## config.mk

```make
export PLATFORM = sky130hd
export DESIGN_NAME = scan_disp_flat
export DESIGN_NICKNAME = d
export VERILOG_FILES = /design/src/rtl/scan_disp_pkg.sv /design/src/rtl/scan_disp_if.sv /design/src/rtl/scan_tick.sv /design/src/rtl/scan_disp.sv /design/src/flat_wrapper.sv
export SDC_FILE = /design/constraint.sdc
export NUM_CORES = 1
export LEC_CHECK = 0
export BUFFER_PORTS_ARGS = -buffer_cell sky130_fd_sc_hd__buf_2
export CAP_MARGIN = 20
export CORE_MARGIN = 2
export CORE_UTILIZATION = 51
export CTS_CLUSTER_DIAMETER = 60
export CTS_CLUSTER_SIZE = 16
export DETAILED_ROUTE_END_ITERATION = 8
export PLACE_DENSITY = 0.75
export SLEW_MARGIN = 20
export SYNTH_ARGS = -nofsm -noshare
export SYNTH_HDL_FRONTEND = slang
export SYNTH_HIERARCHICAL = 1
export SYNTH_SLANG_ARGS = --single-unit
```

## constraint.sdc

```tcl
create_clock -name clk -period 2.1 [get_ports clk]
set_clock_uncertainty 0.1 [all_clocks]
set_input_delay 0.42 -clock clk [delete_from_list [all_inputs] [get_ports clk]]
set_output_delay 0.42 -clock clk [all_outputs]
set_load 0.05 [all_outputs]
```

## src/rtl/scan_disp_pkg.sv

```systemverilog
// scan_disp_pkg: shared display defaults, polarity constants and width helper
package scan_disp_pkg;
  localparam int DW_DEF = 4;
  localparam int DIGITS_DEF = 8;
  localparam logic SEL_OFF = 1'b1;
  localparam logic DP_OFF = 1'b1;
  function automatic int clog2(input int n);
    int r;
    r = 1;
    while ((1 << r) < n) r++;
    return r;
  endfunction
endpackage

```

## src/rtl/scan_disp_if.sv

```systemverilog
// scan_disp_if: digit data in, multiplexed display drive out
interface scan_disp_if import scan_disp_pkg::*; #(
  parameter int DIGITS = DIGITS_DEF,
  parameter int DW = DW_DEF
);
  localparam int SW = clog2(DIGITS);
  logic en, load, lzb;
  logic [DIGITS*DW-1:0] d;
  logic [DIGITS-1:0] dpmask;
  logic [DW-1:0] y;
  logic dp;
  logic [DIGITS-1:0] sel;
  logic [SW-1:0] s;
  logic frame, pend;
  modport master (output en, d, dpmask, load, lzb, input y, dp, sel, s, frame, pend);
  modport slave (input en, d, dpmask, load, lzb, output y, dp, sel, s, frame, pend);
endinterface

```

## src/rtl/scan_tick.sv

```systemverilog
// scan_tick: prescaler producing the slot tick and the scan index
module scan_tick import scan_disp_pkg::*; #(
  parameter int DIGITS = DIGITS_DEF,
  parameter int DIV = 4,
  localparam int SW = clog2(DIGITS),
  localparam int CW = clog2(DIV)
) (
  input logic clk,
  input logic rst,
  input logic en,
  output logic tick,
  output logic [SW-1:0] s
);
  logic [CW-1:0] cnt;
  assign tick = en && cnt == CW'(DIV - 1);
  always_ff @(posedge clk)
    if (rst) begin
      cnt <= '0;
      s <= '0;
    end else if (tick) begin
      cnt <= '0;
      s <= s == SW'(DIGITS - 1) ? '0 : s + SW'(1);
    end else if (en)
      cnt <= cnt + CW'(1);
endmodule

```

## src/rtl/scan_disp.sv

```systemverilog
// scan_disp: multiplexed digit scanner with frame-synchronous double buffering
module scan_disp import scan_disp_pkg::*; #(
  parameter int DIGITS = DIGITS_DEF,
  parameter int DW = DW_DEF,
  parameter int DIV = 4,
  localparam int SW = clog2(DIGITS)
) (
  input logic clk,
  input logic rst,
  scan_disp_if.slave bus
);
  logic tick, wrap, blank;
  logic [SW-1:0] s;
  logic [DIGITS*DW-1:0] pend_d, shad_d;
  logic [DIGITS-1:0] pend_m, shad_m, onehot;
  scan_tick #(.DIGITS(DIGITS), .DIV(DIV)) u_tick (.clk(clk), .rst(rst), .en(bus.en), .tick(tick), .s(s));
  assign wrap = tick && s == SW'(DIGITS - 1);
  assign blank = bus.lzb && s != '0 && (shad_d >> (s * DW)) == '0;
  assign onehot = DIGITS'(1) << s;
  assign bus.s = s;
  always_ff @(posedge clk)
    if (rst) begin
      pend_d <= '0;
      pend_m <= '0;
      shad_d <= '0;
      shad_m <= '0;
      bus.pend <= 1'b0;
      bus.frame <= 1'b0;
      bus.y <= '0;
      bus.dp <= DP_OFF;
      bus.sel <= {DIGITS{SEL_OFF}};
    end else begin
      bus.frame <= wrap;
      bus.pend <= bus.load || (bus.pend && !wrap);
      if (bus.load) begin
        pend_d <= bus.d;
        pend_m <= bus.dpmask;
      end
      if (wrap && bus.pend) begin
        shad_d <= pend_d;
        shad_m <= pend_m;
      end
      if (bus.en) begin
        bus.y <= shad_d[s*DW +: DW];
        bus.dp <= (blank || !shad_m[s]) ? DP_OFF : ~DP_OFF;
        bus.sel <= blank ? {DIGITS{SEL_OFF}} : {DIGITS{SEL_OFF}} ^ onehot;
      end
    end
endmodule

```

## src/flat_wrapper.sv

```systemverilog
// flat-port wrapper written by rule: the top's interface ports become plain ports
module scan_disp_flat import scan_disp_pkg::*;
#(
  parameter int DIGITS = DIGITS_DEF,
  parameter int DW = DW_DEF,
  parameter int DIV = 4,
  localparam int SW = clog2(DIGITS)
)
  (clk, rst, bus_en, bus_d, bus_dpmask, bus_load, bus_lzb, bus_y, bus_dp, bus_sel, bus_s, bus_frame, bus_pend);
  scan_disp_if #(.DIGITS(DIGITS), .DW(DW)) bus_i ();
  input logic clk;
  input logic rst;
  input wire logic [$bits(bus_i.en)-1:0] bus_en;
  input wire logic [$bits(bus_i.d)-1:0] bus_d;
  input wire logic [$bits(bus_i.dpmask)-1:0] bus_dpmask;
  input wire logic [$bits(bus_i.load)-1:0] bus_load;
  input wire logic [$bits(bus_i.lzb)-1:0] bus_lzb;
  output wire logic [$bits(bus_i.y)-1:0] bus_y;
  output wire logic [$bits(bus_i.dp)-1:0] bus_dp;
  output wire logic [$bits(bus_i.sel)-1:0] bus_sel;
  output wire logic [$bits(bus_i.s)-1:0] bus_s;
  output wire logic [$bits(bus_i.frame)-1:0] bus_frame;
  output wire logic [$bits(bus_i.pend)-1:0] bus_pend;
  assign bus_i.en = bus_en;
  assign bus_i.d = bus_d;
  assign bus_i.dpmask = bus_dpmask;
  assign bus_i.load = bus_load;
  assign bus_i.lzb = bus_lzb;
  assign bus_y = bus_i.y;
  assign bus_dp = bus_i.dp;
  assign bus_sel = bus_i.sel;
  assign bus_s = bus_i.s;
  assign bus_frame = bus_i.frame;
  assign bus_pend = bus_i.pend;
  scan_disp #(.DIGITS(DIGITS), .DW(DW), .DIV(DIV)) u_core (.clk(clk), .rst(rst), .bus(bus_i));
endmodule
```

# Word-level counts from Yosys, hierarchy flattened
# Index checks and enable logic that the tools add are counted.
# word_totals
wordCells,38
output_inout_bits,18
input_bits,45
regBits,100
# classes
mux,5
reduce_logical,13
order_cmp,1
shifts,3
bitwise,1
n_addsub,2
eq_ne,2
# ops
cell,count
$logic_not 32->1,1
$shiftx 32x6->4,1
$shr 32x5->32,1
$mux 8,1
$not 8->8,1
$shl 1x3->8 const A,1
$logic_and 1x1->1,6
$lt 3x4->1 const B,1
$add 3x1->3 const B,1
$bmux 1 s3,1
$eq 3x3->1 const B,1
$mux 3,1
$reduce_bool 3->1,1
$add 2x1->2 const B,1
$eq 2x2->1 const B,1
$logic_not 1->1,2
$logic_or 1x1->1,2
$mux 1,2
$reduce_or 2->1,1

# Logic depth before layout (Yosys ltp)
# logic_depth
depth_word,6
depth_mapped,10
ltp_nobuf,7

# Hierarchy
# Netlist, hierarchy kept.
# by_module_without_submodules
module,area_each_um2,cells_each,instances,seq_area_each_um2
scan_disp,4001.3,447,1,1901.8
scan_tick,267.8,25,1,100.1

# Worst setup path before layout
# Ideal clock, no wire load.
# synth_path
path_type,register -> register
start,register u_core.u_tick.s[0]
end,register u_core.bus.sel[1]
setup_ns,0.058
required_ns,1.942
synth_period_minus_slack_ns,2.324
setup_slack_ns,-0.224
path_stages_with_launch,8
t_arrival_ns,2.166
path_buffers,1
path_cell_list,dfxtp_1 > buf_6 > mux4_2 > or2_1 > nor3_2 > o2111ai_1 > nor2_1 > o32a_2
# synth_between
elab_chain_len,4
# synth_lines
element,line_no,source
"start, declared",scan_tick.sv:12,output logic [SW-1:0] s
"start signal, assigned",scan_tick.sv:22,s <= s == SW'(DIGITS - 1) ? '0 : s + SW'(1);
$shr 32x5->32 or $reduce_bool 3->1 (tied branches),scan_disp.sv:18,assign blank = bus.lzb && s != '0 && (shad_d >> (s * DW)) == '0;
$logic_not 32->1 or $logic_and 1x1->1 (tied branches),scan_disp.sv:18,
$logic_and 1x1->1,scan_disp.sv:18,
$mux 8 (*),scan_disp.sv:46,bus.sel <= blank ? {DIGITS{SEL_OFF}} : {DIGITS{SEL_OFF}} ^ onehot;
"end signal, assigned",scan_disp.sv:31,bus.sel <= {DIGITS{SEL_OFF}};
"end signal, assigned",scan_disp.sv:46,
"end, declared",scan_disp_if.sv:16,"modport slave (input en, d, dpmask, load, lzb, output y, dp, sel, s, frame, pend);"
# Mark *: on every way between the ends. The rest lies on a longest branch, timed or not.
# A chain may end at the register's enable or synchronous reset.

# Final worst setup path
# layout_path
start,register u_core.u_tick.s[0]
end,register u_core.bus.sel[3]
# The elaborated chain is that of the path after synthesis.

==> results_dict.tcl <==
set metrics [dict create \
    status "finished clean" \
    critical_path_arrival_ps 2290 \
    numCtsBuffers 9 \
    via_per_inst 5.53 \
    tritoncts "yes" \
    floorplan.rows 33 \
    max-cap-violations 0 \
    syn_inst 472 \
    final_nets 582 \
    cts.path.max_buffers 2 \
    regToRegStartpoint "u_core/u_tick/s[0]" \
    cts-htree-levels 3 \
    seq_area_sq_um 2010 \
    grt_pass1_vias 3189 \
    count_of_endpoints_failing_setup_in_the_final_report 0 \
    timing_max_transition_violations_final 0 \
    total_power_consumption_mw 3.40 \
    yosys_warnings 6 \
    initial_utilization_pct 52.2 \
    clkSinkCount 100 \
    boundaryPins 63 \
    core-area_sq_um 8180 \
    grt_setup_unrepaired "no" \
    die_outline_width_um 95.5 \
    synth_edf_count 0 \
    largest_net_degree_at_the_start_of_global_routing 75 \
    critPathCapture "u_core/bus.sel[3]" \
    globalRouteOverflowTotal 0 \
    timing.hold.ws_ps 173 \
    port_buffers 62 \
    area_growth_syn_to_layout_pct 16.9 \
    peak_supply_drop_mv 0.430 \
    critical_path.endpoint_type "flip-flop" \
    worst_setup_hold_path_clk_slew_ps 100 \
    slew-limit-headroom_pct 70.8 \
    routed-via-count 3564 \
    r2r_setup_slack_ps 30 \
    antenna_found_initial 0 \
    die_area_sq_um 9120 \
    synthesis.area_per_instance_sq_um 9.04 \
    fmaxAchievable_ghz 0.483 \
    cp-start-kind "flip-flop" \
    route.antenna.remaining_nets 0 \
    crit_required_ps 2320 \
    transition_time_at_the_pin_with_the_least_slew_margin_ps 437 \
    post_synth_instance_area_sq_um 4270 \
    holdCritStartpoint "bus_dpmask[7]" \
    dp_hpwl_um 6600 \
    area_occupied_by_multi_input_gates_sq_um 2110 \
    gp_congestion 0.815 \
    clk_latency_ps 370 \
    clock-root-buffer "clkbuf_8" \
    ys_dominant_reg_cell "dfxtp_1" \
    power_density_nw_per_um2 681 \
    leakage_nw 2.01 \
    drt_first_pass_iters 4 \
    insertedDiodeCount 0 \
    detail_route.wl_per_cell_um 14.5 \
    timing.final.crit_period_ps 2070 \
    route.detailed.drc 0 \
    finalSetupTns_ps 0 \
    drt_iter0_drc 208 \
    yosysUniqueCellTypes 46 \
    worst_r2r_path_depth 7 \
    cp_max_fo 7 \
    number_of_hold_repair_buffers_added_at_the_cts_stage 0 \
    grt_pass1_wl_um 15200 \
    nFillCells 717 \
    r2r_end "u_core/bus.sel[3]" \
    drt-total-wl_um 9330 \
    timing.setup.critical_path_class "flip-flop to flip-flop" \
    final_hold_viol_count 0 \
    die_y_um 95.5 \
    ys_async_sr_fraction_pct 0 \
    portion_of_the_post_synthesis_area_used_by_sequential_elements_pct 46.9 \
    finalCoreUtilization_pct 61.0 \
    synth_nets 520 \
    timing.final.crit_share_pct 98.6 \
    holdCritPathClass "primary input to flip-flop" \
    grt_use_total_pct 21.4 \
    critPathLaunch "u_core/u_tick/s[0]" \
    number_of_synthesized_register_bits 100 \
    final_layout_size_suffix_gt1_share_pct 25.4 \
]
==> layer usage <==
layer	vias to the layer above	part of all wire (%)	track usage (%)
met4	0	1.9	9.52
met1	1688	47	30.6
met3	14	5.3	3.40
met2	92	46	31.8
li1	1770	-	-
met5	-	0	0
==> worst min path at each step <==
stage | depth (start not counted) | endpoint | slack [ps]
CTS | 3 | u_core/pend_m[7] | 160
global route | 3 | u_core/pend_m[7] | 160
global placement | 2 | u_core/shad_d[2] | 340
detailed placement | 2 | u_core/shad_d[12] | 350
floorplan | 2 | u_core/shad_d[3] | 330
finish | 3 | u_core/pend_m[7] | 170
==> cells in the final DEF, fill, tap and decap left out, types with 3 or more instances in the layout <==
cell type,n
buf_4,20
nor4_1,6
or2_2,5
nand2b_1,3
a21bo_2,3
nor3_1,7
ha_1,3
a311oi_1,4
inv_1,3
buf_2,62
a211oi_1,4
dfxtp_1,98
o32a_2,3
buf_12,3
clkbuf_8,9
nand3_1,4
nor2_1,55
a21oi_1,48
o32a_1,4
o21ai_0,5
nand4_1,3
mux4_2,10
nand2_1,95
mux2i_1,41
==> timing repair <==
action	in CTS	in global routing
setup endpoints to repair	0	8
buffers inserted	0	7
resized for setup	0	9
==> registers in the layout, summed over array words and instances (netlist names), 2 cells and up <==
| register | cells |
|---|---|
| u_core/bus.sel | 8 |
| u_core/u_tick/cnt | 2 |
| u_core/shad_d | 32 |
| u_core/pend_m | 8 |
| u_core/bus.y | 4 |
| u_core/pend_d | 32 |
| u_core/shad_m | 8 |
| u_core/u_tick/s | 3 |
==> layout make-up <==
type                       count  area share, %
clock buffer                   9           2.48
timing repair buffer          86           10.5
tap                          105           2.63
multi-input combinational    332           42.3
sequential                   100           40.3
inverter                       5          0.376
clock inverter                 7           1.40
==> Yosys cell counts, types with 2 or more instances <==
master / number / area (sq um)
or2_2: 5 / 31.3
buf_1: 4 / 15.0
a21oi_1: 48 / 240
nor4b_1: 2 / 17.5
buf_6: 3 / 33.8
a311oi_1: 4 / 35.0
nand2b_1: 3 / 18.8
dfxtp_1: 100 / 2000
nor2_1: 57 / 214
o21ai_0: 5 / 25.0
o32a_1: 4 / 40.0
mux4_2: 10 / 225
nand2_1: 95 / 357
nand3_1: 6 / 30.0
clkbuf_1: 18 / 67.6
nor3_1: 7 / 35.0
nor3b_1: 2 / 15.0
mux2i_1: 41 / 410
inv_1: 3 / 11.3
ha_1: 3 / 37.5
buf_2: 6 / 30.0
buf_4: 4 / 30.0
and2_1: 2 / 12.5
nand4_1: 3 / 18.8
a21bo_2: 3 / 30.0
o32a_2: 3 / 33.8
nor2b_1: 2 / 12.5
a211oi_1: 6 / 45.0
nor4_1: 6 / 37.5
==> power breakdown <==
part | internal, mW | switching (mW) | leakage [nW]
clock | 0.461 | 0.714 | 0.0951
sequential | 1.95 | 0.0317 | 0.817
combinational | 0.108 | 0.134 | 1.10
total | 2.52 | 0.879 | 2.01
==> per-stage QoR <==
step	std cells	instance area (sq um)	setup WS, ps
after global placement	621	4700	117
after detailed placement	621	4700	48.8
after global routing	644	4990	9.77
final	644	4990	28.5
after CTS	637	4900	11.9
after floorplan	472	4270	21.1
==> cells by family after synthesis <==
| family | share of synthesized area [%] |
|---|---|
| muxes | 15.5 |
| adders and majority gates | 0.879 |
| AOI/OAI and AO/OA | 12.0 |
| and+or+nand+nor | 20.1 |
| buffers and inverters | 4.57 |
| DFF | 46.9 |
==> critical path: stages (launching register included) <==
cell	delay, ps
dfxtp_4	410
clkbuf_2	180
nor4b_1	220
o21ai_0	130
o32ai_1	440
nand3_2	180
nor2_2	190
o32a_2	160
No activity file was read; power rests on OpenSTA's default activity.
